--- config.mk ---
export PLATFORM = sky130hd
export DESIGN_NAME = proc_scheduler_flat
export DESIGN_NICKNAME = d
export VERILOG_FILES = /design/src/rtl/proc_sched_pkg.sv /design/src/rtl/proc_scheduler_if.sv /design/src/rtl/proc_scheduler_lane_window.sv /design/src/rtl/proc_scheduler.sv /design/src/flat_wrapper.sv
export SDC_FILE = /design/constraint.sdc
export NUM_CORES = 1
export LEC_CHECK = 0
export CORE_MARGIN = 10
export CORE_UTILIZATION = 52
export CTS_CLUSTER_SIZE = 10
export DETAILED_ROUTE_END_ITERATION = 8
export DONT_BUFFER_PORTS = 1
export PLACE_DENSITY = 0.77
export SLEW_MARGIN = 15
export SYNTH_ARGS = -nofsm -noshare
export SYNTH_HDL_FRONTEND = slang
export SYNTH_SLANG_ARGS = --single-unit
--- constraint.sdc ---
create_clock -name clk -period 12.15 [get_ports clk]
set_clock_uncertainty 0.15 [all_clocks]
set_input_delay 2.43 -clock clk [delete_from_list [all_inputs] [get_ports clk]]
set_output_delay 2.43 -clock clk [all_outputs]
set_load 0.02 [all_outputs]
--- src/rtl/proc_sched_pkg.sv ---
// Shared definitions for proc_scheduler: FSM state encoding, the position
// width and the bits-to-characters shift used to derive segment overlap.
package proc_sched_pkg;

    typedef enum logic [2:0] {
        IDLE      = 3'd0,
        STREAM    = 3'd1,
        WAIT_DONE = 3'd2,
        REPORT    = 3'd3,
        HOLD      = 3'd4
    } sched_state_e;

    localparam int unsigned POS_W      = 16;
    localparam int unsigned CHAR_SHIFT = 3;

    // Overlap between adjacent segments: match length in characters minus
    // one, saturating at zero.
    function automatic logic [16:0] overlap_len(input logic [POS_W-1:0] str_len_bits);
        logic [16:0] chars;
        chars = 17'(str_len_bits >> CHAR_SHIFT);
        return (chars == 17'd0) ? 17'd0 : chars - 17'd1;
    endfunction

endpackage

--- src/rtl/proc_scheduler_if.sv ---
// cmd_parser-side PROC port of proc_scheduler.
//   master : cmd_parser (drives start/length/data/readback advance)
//   slave  : proc_scheduler (returns done/match/position/readback char)
interface proc_scheduler_if;
    import proc_sched_pkg::*;

    logic             proc_start;
    logic [POS_W-1:0] proc_num_bytes;
    logic [POS_W-1:0] proc_str_len;
    logic [7:0]       proc_data;
    logic             proc_data_valid;
    logic             proc_match_char_next;
    logic             proc_done;
    logic             proc_match;
    logic [POS_W-1:0] proc_byte_pos;
    logic [7:0]       proc_match_char;

    modport master (
        output proc_start, proc_num_bytes, proc_str_len, proc_data,
               proc_data_valid, proc_match_char_next,
        input  proc_done, proc_match, proc_byte_pos, proc_match_char
    );

    modport slave (
        input  proc_start, proc_num_bytes, proc_str_len, proc_data,
               proc_data_valid, proc_match_char_next,
        output proc_done, proc_match, proc_byte_pos, proc_match_char
    );

endinterface

--- src/rtl/proc_scheduler_lane_window.sv ---
// lane_window: one lane's segment of a PROC batch.
//   start          : batch start; latches base/end/length from n/seg/ovl
//   n, seg, ovl    : batch length, segment size, overlap (valid with start)
//   idx/byte_valid : index of the byte being accepted this cycle
//   capture_en     : lane results may be captured (STREAM/WAIT_DONE)
//   done_in/...    : lane done pulse with match and lane-relative position
//   lane_start     : registered start pulse (only for nonzero length)
//   lane_num_bytes : registered lane length
//   lane_data_valid: registered per-byte qualifier for this lane
//   done_seen/match/pos/base : captured results and segment origin
module lane_window
    import proc_sched_pkg::*;
#(
    parameter int unsigned LANE_IDX = 0
) (
    input  logic             clk,
    input  logic             reset,
    input  logic             start,
    input  logic [16:0]      n,
    input  logic [16:0]      seg,
    input  logic [16:0]      ovl,
    input  logic [16:0]      idx,
    input  logic             byte_valid,
    input  logic             capture_en,
    input  logic             done_in,
    input  logic             match_in,
    input  logic [POS_W-1:0] pos_in,
    output logic             lane_start,
    output logic [POS_W-1:0] lane_num_bytes,
    output logic             lane_data_valid,
    output logic             done_seen,
    output logic             match,
    output logic [POS_W-1:0] pos,
    output logic [POS_W-1:0] base
);

    logic [16:0] base_next, end_sum, end_next, len_next;
    logic [16:0] base_q, end_q;

    always_comb begin
        base_next = 17'(LANE_IDX) * seg;
        end_sum   = base_next + seg + ovl;
        end_next  = (end_sum > n) ? n : end_sum;
        len_next  = (base_next < n) ? (end_next - base_next) : 17'd0;
    end

    always_ff @(posedge clk or negedge reset) begin
        if (!reset) begin
            base_q          <= '0;
            end_q           <= '0;
            lane_num_bytes  <= '0;
            lane_start      <= 1'b0;
            lane_data_valid <= 1'b0;
            done_seen       <= 1'b0;
            match           <= 1'b0;
            pos             <= '0;
        end else if (start) begin
            base_q          <= base_next;
            end_q           <= end_next;
            lane_num_bytes  <= len_next[POS_W-1:0];
            lane_start      <= (len_next != 17'd0);
            lane_data_valid <= 1'b0;
            // Empty lanes never report, so treat them as already done.
            done_seen       <= (len_next == 17'd0);
            match           <= 1'b0;
            pos             <= '0;
        end else begin
            lane_start      <= 1'b0;
            lane_data_valid <= byte_valid && (idx >= base_q) && (idx < end_q);
            if (capture_en && done_in && !done_seen) begin
                done_seen <= 1'b1;
                match     <= match_in;
                pos       <= pos_in;
            end
        end
    end

    assign base = base_q[POS_W-1:0];

endmodule

--- src/rtl/proc_scheduler.sv ---
// proc_scheduler: splits one PROC batch from cmd_parser across NUM_LANES
// char_buff/md5 lanes (overlapping segments), aggregates the per-lane
// results, and routes match-string readback to the winning lane.
//   clk, reset (async, active low)
//   pif        : cmd_parser PROC port (slave side)
//   lane_*     : per-lane start/length/data/valid out, done/match/pos/char in
//   busy       : batch in progress
// Optional: `define PROC_SCHED_TIMEOUT_EN adds a watchdog of TIMEOUT_CYCLES
// cycles and the extra output port timeout.
module proc_scheduler
    import proc_sched_pkg::*;
#(
    parameter int unsigned NUM_LANES      = 4,
    parameter int unsigned LANE_LOG2      = 2,
    parameter int unsigned TIMEOUT_CYCLES = 65535
) (
    input  logic                       clk,
    input  logic                       reset,
    proc_scheduler_if.slave            pif,
    output logic [NUM_LANES-1:0]       lane_start,
    output logic [16*NUM_LANES-1:0]    lane_num_bytes,
    output logic [7:0]                 lane_data,
    output logic [NUM_LANES-1:0]       lane_data_valid,
    input  logic [NUM_LANES-1:0]       lane_done,
    input  logic [NUM_LANES-1:0]       lane_match,
    input  logic [16*NUM_LANES-1:0]    lane_byte_pos,
    input  logic [8*NUM_LANES-1:0]     lane_match_char,
    output logic [NUM_LANES-1:0]       lane_match_char_next,
    output logic                       busy
`ifdef PROC_SCHED_TIMEOUT_EN
    ,
    output logic                       timeout
`endif
);

    localparam int unsigned SEL_W = (LANE_LOG2 > 0) ? LANE_LOG2 : 1;

    sched_state_e state_q, state_d;

    logic [16:0]      n_d, seg_d, ovl_d;
    logic [16:0]      n_q, idx_q;
    logic             byte_valid, capture_en, to_hit;
    logic             match_q;
    logic [POS_W-1:0] pos_q;
    logic [SEL_W-1:0] sel_q, sel_d;
    logic             any_match;

    logic [NUM_LANES-1:0] done_seen_v, match_v;
    logic [POS_W-1:0]     pos_v  [NUM_LANES];
    logic [POS_W-1:0]     base_v [NUM_LANES];

    assign n_d   = 17'(pif.proc_num_bytes);
    assign seg_d = (n_d + 17'(NUM_LANES - 1)) >> LANE_LOG2;
    assign ovl_d = overlap_len(pif.proc_str_len);

    assign byte_valid = (state_q == STREAM) && pif.proc_data_valid && !pif.proc_start;
    assign capture_en = (state_q == STREAM) || (state_q == WAIT_DONE);

    for (genvar k = 0; k < NUM_LANES; k++) begin : g_lane
        lane_window #(.LANE_IDX(k)) u_win (
            .clk             (clk),
            .reset           (reset),
            .start           (pif.proc_start),
            .n               (n_d),
            .seg             (seg_d),
            .ovl             (ovl_d),
            .idx             (idx_q),
            .byte_valid      (byte_valid),
            .capture_en      (capture_en),
            .done_in         (lane_done[k]),
            .match_in        (lane_match[k]),
            .pos_in          (lane_byte_pos[16*k +: 16]),
            .lane_start      (lane_start[k]),
            .lane_num_bytes  (lane_num_bytes[16*k +: 16]),
            .lane_data_valid (lane_data_valid[k]),
            .done_seen       (done_seen_v[k]),
            .match           (match_v[k]),
            .pos             (pos_v[k]),
            .base            (base_v[k])
        );
    end

    // Lowest matching lane wins.
    always_comb begin
        sel_d = '0;
        for (int unsigned k = NUM_LANES; k > 0; k--) begin
            if (match_v[k-1]) sel_d = SEL_W'(k - 1);
        end
    end
    assign any_match = |match_v;

`ifdef PROC_SCHED_TIMEOUT_EN
    logic [15:0] wd_cnt_q;
    assign to_hit = capture_en && (wd_cnt_q == 16'(TIMEOUT_CYCLES));

    always_ff @(posedge clk or negedge reset) begin
        if (!reset) begin
            wd_cnt_q <= '0;
            timeout  <= 1'b0;
        end else if (pif.proc_start) begin
            wd_cnt_q <= '0;
            timeout  <= 1'b0;
        end else begin
            if (capture_en) wd_cnt_q <= wd_cnt_q + 16'd1;
            if (to_hit)     timeout  <= 1'b1;
        end
    end
`else
    assign to_hit = 1'b0;
`endif

    always_ff @(posedge clk or negedge reset) begin
        if (!reset) state_q <= IDLE;
        else        state_q <= state_d;
    end

    always_comb begin
        state_d = state_q;
        unique case (state_q)
            IDLE:      ;
            STREAM:    if (byte_valid && (idx_q + 17'd1 == n_q)) state_d = WAIT_DONE;
            WAIT_DONE: if (&done_seen_v) state_d = REPORT;
            REPORT:    state_d = HOLD;
            HOLD:      ;
            default:   state_d = IDLE;
        endcase
        if (to_hit) state_d = REPORT;
        if (pif.proc_start) state_d = (n_d == 17'd0) ? WAIT_DONE : STREAM;
    end

    always_ff @(posedge clk or negedge reset) begin
        if (!reset) begin
            n_q       <= '0;
            idx_q     <= '0;
            lane_data <= '0;
            match_q   <= 1'b0;
            pos_q     <= '0;
            sel_q     <= '0;
        end else if (pif.proc_start) begin
            n_q     <= n_d;
            idx_q   <= '0;
            match_q <= 1'b0;
            pos_q   <= '0;
            sel_q   <= '0;
        end else begin
            if (byte_valid) begin
                lane_data <= pif.proc_data;
                idx_q     <= idx_q + 17'd1;
            end
            // Results are latched on the normal completion path only; a
            // watchdog expiry leaves them at zero.
            if (state_q == WAIT_DONE && &done_seen_v && !to_hit) begin
                match_q <= any_match;
                sel_q   <= sel_d;
                pos_q   <= any_match ? (pos_v[sel_d] + base_v[sel_d]) : '0;
            end
        end
    end

    assign pif.proc_done       = (state_q == REPORT);
    assign pif.proc_match      = match_q;
    assign pif.proc_byte_pos   = pos_q;
    assign pif.proc_match_char = (state_q == HOLD && match_q) ? lane_match_char[8*sel_q +: 8] : 8'd0;
    assign lane_match_char_next = (state_q == HOLD && match_q && pif.proc_match_char_next)
                                  ? (NUM_LANES'(1) << sel_q) : '0;
    assign busy = (state_q == STREAM) || (state_q == WAIT_DONE) || (state_q == REPORT);

endmodule
--- src/flat_wrapper.sv ---
// flat-port wrapper written by rule: the top's interface ports become plain ports
module proc_scheduler_flat import proc_sched_pkg::*;
#(
    parameter int unsigned NUM_LANES      = 4,
    parameter int unsigned LANE_LOG2      = 2,
    parameter int unsigned TIMEOUT_CYCLES = 65535
)
  (clk, reset, lane_start, lane_num_bytes, lane_data, lane_data_valid, lane_done, lane_match, lane_byte_pos, lane_match_char, lane_match_char_next, busy, pif_proc_start, pif_proc_num_bytes, pif_proc_str_len, pif_proc_data, pif_proc_data_valid, pif_proc_match_char_next, pif_proc_done, pif_proc_match, pif_proc_byte_pos, pif_proc_match_char);
  proc_scheduler_if pif_i ();
  input  logic clk;
  input  logic reset;
  output logic [NUM_LANES-1:0] lane_start;
  output logic [16*NUM_LANES-1:0] lane_num_bytes;
  output logic [7:0] lane_data;
  output logic [NUM_LANES-1:0] lane_data_valid;
  input  logic [NUM_LANES-1:0] lane_done;
  input  logic [NUM_LANES-1:0] lane_match;
  input  logic [16*NUM_LANES-1:0] lane_byte_pos;
  input  logic [8*NUM_LANES-1:0] lane_match_char;
  output logic [NUM_LANES-1:0] lane_match_char_next;
  output logic busy;
  input wire logic [$bits(pif_i.proc_start)-1:0] pif_proc_start;
  input wire logic [$bits(pif_i.proc_num_bytes)-1:0] pif_proc_num_bytes;
  input wire logic [$bits(pif_i.proc_str_len)-1:0] pif_proc_str_len;
  input wire logic [$bits(pif_i.proc_data)-1:0] pif_proc_data;
  input wire logic [$bits(pif_i.proc_data_valid)-1:0] pif_proc_data_valid;
  input wire logic [$bits(pif_i.proc_match_char_next)-1:0] pif_proc_match_char_next;
  output wire logic [$bits(pif_i.proc_done)-1:0] pif_proc_done;
  output wire logic [$bits(pif_i.proc_match)-1:0] pif_proc_match;
  output wire logic [$bits(pif_i.proc_byte_pos)-1:0] pif_proc_byte_pos;
  output wire logic [$bits(pif_i.proc_match_char)-1:0] pif_proc_match_char;
  assign pif_i.proc_start = pif_proc_start;
  assign pif_i.proc_num_bytes = pif_proc_num_bytes;
  assign pif_i.proc_str_len = pif_proc_str_len;
  assign pif_i.proc_data = pif_proc_data;
  assign pif_i.proc_data_valid = pif_proc_data_valid;
  assign pif_i.proc_match_char_next = pif_proc_match_char_next;
  assign pif_proc_done = pif_i.proc_done;
  assign pif_proc_match = pif_i.proc_match;
  assign pif_proc_byte_pos = pif_i.proc_byte_pos;
  assign pif_proc_match_char = pif_i.proc_match_char;
  proc_scheduler #(.NUM_LANES(NUM_LANES), .LANE_LOG2(LANE_LOG2), .TIMEOUT_CYCLES(TIMEOUT_CYCLES)) u_core (.clk(clk), .reset(reset), .pif(pif_i), .lane_start(lane_start), .lane_num_bytes(lane_num_bytes), .lane_data(lane_data), .lane_data_valid(lane_data_valid), .lane_done(lane_done), .lane_match(lane_match), .lane_byte_pos(lane_byte_pos), .lane_match_char(lane_match_char), .lane_match_char_next(lane_match_char_next), .busy(busy));
endmodule
==> impl_summary.md <==
Die
In this run the count of I/O pins placed on the die edge is between 200 and 300. The die is 244 µm tall. The die is 244 µm wide. The total area inside the core boundary comes to 0.0499 mm². The die covers 0.0595 mm². The total number of placement rows is roughly 80. Once the floorplan was initialized, standard cells occupied 52.3% of the core.

Logic synthesis
The average cell area after synthesis is 9.14 µm². In the post-synthesis netlist, the biggest area contributors are sky130_fd_sc_hd__dfrtp_1, sky130_fd_sc_hd__ha_1, sky130_fd_sc_hd__xnor2_1. The net count of the mapped netlist is 3395. Counting flops with a built-in enable in the synthesized netlist gives 0.

The synthesized design contains 306 register bits. The dominant register cell in the synthesized netlist is sky130_fd_sc_hd__dfrtp_1. The cell area after technology mapping is approximately 0.026 mm². The number of standard cells after synthesis is 2854. The number of unique standard cell types used by synthesis is 90.

Yosys printed 0 warnings. The fraction of post-synthesis cell area in the top cell type by area is 29.4%. For this run, asynchronously set or reset flops after synthesis account for 100%. Summed over all instances, the cell type with the most area after synthesis is sky130_fd_sc_hd__dfrtp_1. The share of the Yosys chip area taken by registers is between 20 and 30%.

Timing
The final count of hold timing violations is 0. Setup violations remaining at the end of the flow were counted as 0. After routing, the total negative slack on setup checks comes to 0 ns. The final hold slack is about 0.34 ns. The post-layout minimum cycle time is 11.21 ns. The setup slack of the critical path after layout is roughly 0.94 ns. The ratio of final minimum period to clock period is 92.3%. For this run, the top clock speed supported by timing is 89.2 MHz. The final count of pins violating max slew is 0.

The relative slew slack is a little over a fifth. For the pin with the worst max-slew slack, the measured transition is 1.17 ns. Setup repair after global routing left no endpoint under its margin.

Clocking
The total number of H-tree levels is 2. The number of gates resized after CTS was 0. The post-CTS setup repair buffer count is 0. The library cell used as clock root buffer is sky130_fd_sc_hd__clkbuf_16. Clock-pin slew was measured on the worst setup and hold paths at roughly 0.050 ns. The clock drives 306 sinks.

The longest clock path from root to sink contains 3 buffers. Clock tree synthesis inserted a total of 38 buffers. The clock latency on the worst-skew pair is 0.56 ns. The number of hold buffers added after cts is 0.

The CTS tree is built.

Power and ir drop
Internal power comes to 0.00336 W. The portion of total power attributed to sequential cells is about 26%. The combinational cell fraction of total power is 56.6%.

The largest vdd supply drop is around 240 µV. In this run the static leakage power is 13.8 nW. The switching part of the total power is between 40% and 50%.

Dividing total power by cell area gives a power density of 210 mW/mm². The power dissipated by switching net loads is 0.00262 W. The total design power is 0.00598 W.

The share of total power dissipated in the clock network is approximately 18%.

Placement
Port buffering added 0 buffers. The worst-case setup slack after placement is ~0.61 ns. Detailed placement ended at an HPWL of 70900 µm. Once placement completed, the tool counted placed cells totaling roughly 3500. The placer congestion estimate is 1.01.

Worst setup path
The critical path is of the in2reg type. The kind of end point of the critical path is a flop. The required time at the endpoint of the critical path is ~12 ns.

The signal arrival time at the worst endpoint is ~12 ns. Of all nets on the critical path, the largest fanout is 13. The standard cell with the maximum stage delay on the critical path is sky130_fd_sc_hd__a2111oi_0. In this design, the stage delay of the slowest critical-path cell is 0.47 ns. The critical path startpoint category is an input port.

Global route
The wire length of the first global-routing pass is 139000 µm. The via count of the first global-routing pass is ~23000. In the global route stage, overall resource usage came out at 30.2%. The initial antenna violation count was 1. After global routing the overflow that remains totals 0. The pin count of the biggest net entering global routing is 307.

Final layout
The most common library cell in the layout ignoring fill and taps is sky130_fd_sc_hd__ha_1. In the final layout, the share of cells above drive strength 1 is 9.71%. Once layout is complete, the cells apart from fillers number roughly 3600. The number of filler instances in the final layout is approximately 4300.

The area added between synthesis and finish is 9.38%. The top cell types in the final layout, fill and taps aside, are sky130_fd_sc_hd__ha_1, sky130_fd_sc_hd__dfrtp_1, sky130_fd_sc_hd__inv_1. The final layout contains 3444 nets.

Detailed routing
The total number of vias is ~23000. The number of detailed-routing iterations run before antenna repair is 7. Wires add up to about 93000 µm. The detailed-route vias per instance is 6.44.

In the routed design, unresolved DRC markers number 0. In the final routed layout, each cell accounts on average for 25.9 µm. The initial detailed-routing violation count is 2215.

The number of routed nets with antenna violations is 0.

Hold path
The min-delay analysis places its worst path in the category reg2reg.

Status
The run finished with clean final reports.

Job
The tool flagged a number of max-cap violations equal to 0.
==> per-stage QoR <==
step	utilization [%]	area (µm²)
finish	57.2	28500
global route	57.2	28500
CTS	57.2	28500
detailed placement	54.9	27400
global placement	54.9	27400
floorplan	-	26100
==> power by group through the flow <==
| stage | combinational, W | sequential, W | clock (W) |
|---|---|---|---|
| after global routing | 0.00369 | 0.00154 | 0.00112 |
| after floorplan | 0.00216 | 0.00147 | 0 |
| after CTS | 0.00331 | 0.00153 | 0.00109 |
| after global placement | 0.00318 | 0.00153 | 0 |
| final | 0.00338 | 0.00152 | 0.00108 |
| after detailed placement | 0.00327 | 0.00154 | 0 |
==> flip-flops by register name (all words and copies together) (netlist names), 8 cells and up <==
register / count
u_core.g_lane.u_win.base_q: 31
u_core.g_lane.u_win.end_q: 68
u_core.g_lane.u_win.lane_num_bytes: 64
u_core.g_lane.u_win.pos: 64
u_core.idx_q: 17
u_core.lane_data: 8
u_core.n_q: 16
u_core.pif.proc_byte_pos: 16
==> worst max-delay path, delay by kind of cell <==
family / cells / cell delay (ns)
buffers and inverters: 4 / 0.77
and+or+nand+nor: 7 / 1.61
adders and majority gates: 5 / 1.71
xor gates and xnor gates: 4 / 0.62
AOI/OAI and AO/OA: 19 / 4.36
==> path summary, 6_finish.rpt <==
path,start,endpoint,slack [ns],depth (start not counted)
worst min-delay path,u_core.g_lane[0].u_win.end_q[16]$_DFFE_PN0P_,u_core.g_lane[0].u_win.end_q[16]$_DFFE_PN0P_,0.34,2
min in group asynchronous,reset,u_core.g_lane[3].u_win.end_q[10]$_DFFE_PN0P_,1.44,0
worst max-delay path,pif_proc_num_bytes[0],u_core.g_lane[3].u_win.done_seen$_DFFE_PN0P_,0.94,39
max in group asynchronous,reset,u_core.pif.proc_match$_DFFE_PN0P_,9.72,0
worst max register to register,u_core.g_lane[3].u_win.match$_DFFE_PN0P_,u_core.pif.proc_byte_pos[14]$_DFFE_PN0P_,7.49,18
worst min register to register,u_core.g_lane[0].u_win.end_q[16]$_DFFE_PN0P_,u_core.g_lane[0].u_win.end_q[16]$_DFFE_PN0P_,0.34,2
==> cell families after synthesis <==
kind of cell / Yosys count / share of synthesized area [%]
AO/OA/AOI/OAI: 778 / 20.4
AND/OR/NAND/NOR: 762 / 14.5
adder cells (fa/ha/maj): 392 / 19.8
buffers and inverters: 326 / 4.90
flip-flops: 306 / 29.4
XOR/XNOR: 165 / 5.64
multiplexers: 125 / 5.50
==> area by class of cell <==
type | instances | area, µm² | share of cell area [%]
clock inverters | 5 | 100 | 0.351
multi-input cells | 2222 | 17200 | 60.3
flip-flops and latches | 306 | 7660 | 26.8
inverters | 222 | 833 | 2.92
clock buffers | 48 | 1030 | 3.61
well taps | 672 | 841 | 2.95
repair buffers | 113 | 848 | 2.97
diodes | 2 | 5.00 | 0.0175
==> synthesized netlist by cell type (all sizes together), types with 55 or more instances <==
| library cell | instances |
|---|---|
| ha | 359 |
| dfrtp | 306 |
| inv | 221 |
| nand2 | 218 |
| nor2 | 183 |
| o21ai | 167 |
| a21oi | 151 |
| xnor2 | 111 |
| a22o | 88 |
| clkbuf | 82 |
| a21o | 68 |
| mux2 | 66 |
| nand3 | 57 |
| o21a | 55 |
==> layer usage <==
layer | vias up | GRT usage [%] | wire length [µm] | part of all wire, %
met3 | 259 | 6.52 | 8680 | 9.4
li1 | 10500 | - | - | -
met1 | 11300 | 38.0 | 37300 | 40
met4 | 2 | 14.0 | 4520 | 4.9
met5 | - | 0 | 12 | 0.013
met2 | 1130 | 48.9 | 42300 | 46
Note: power is estimated with default switching activity, not from simulation.
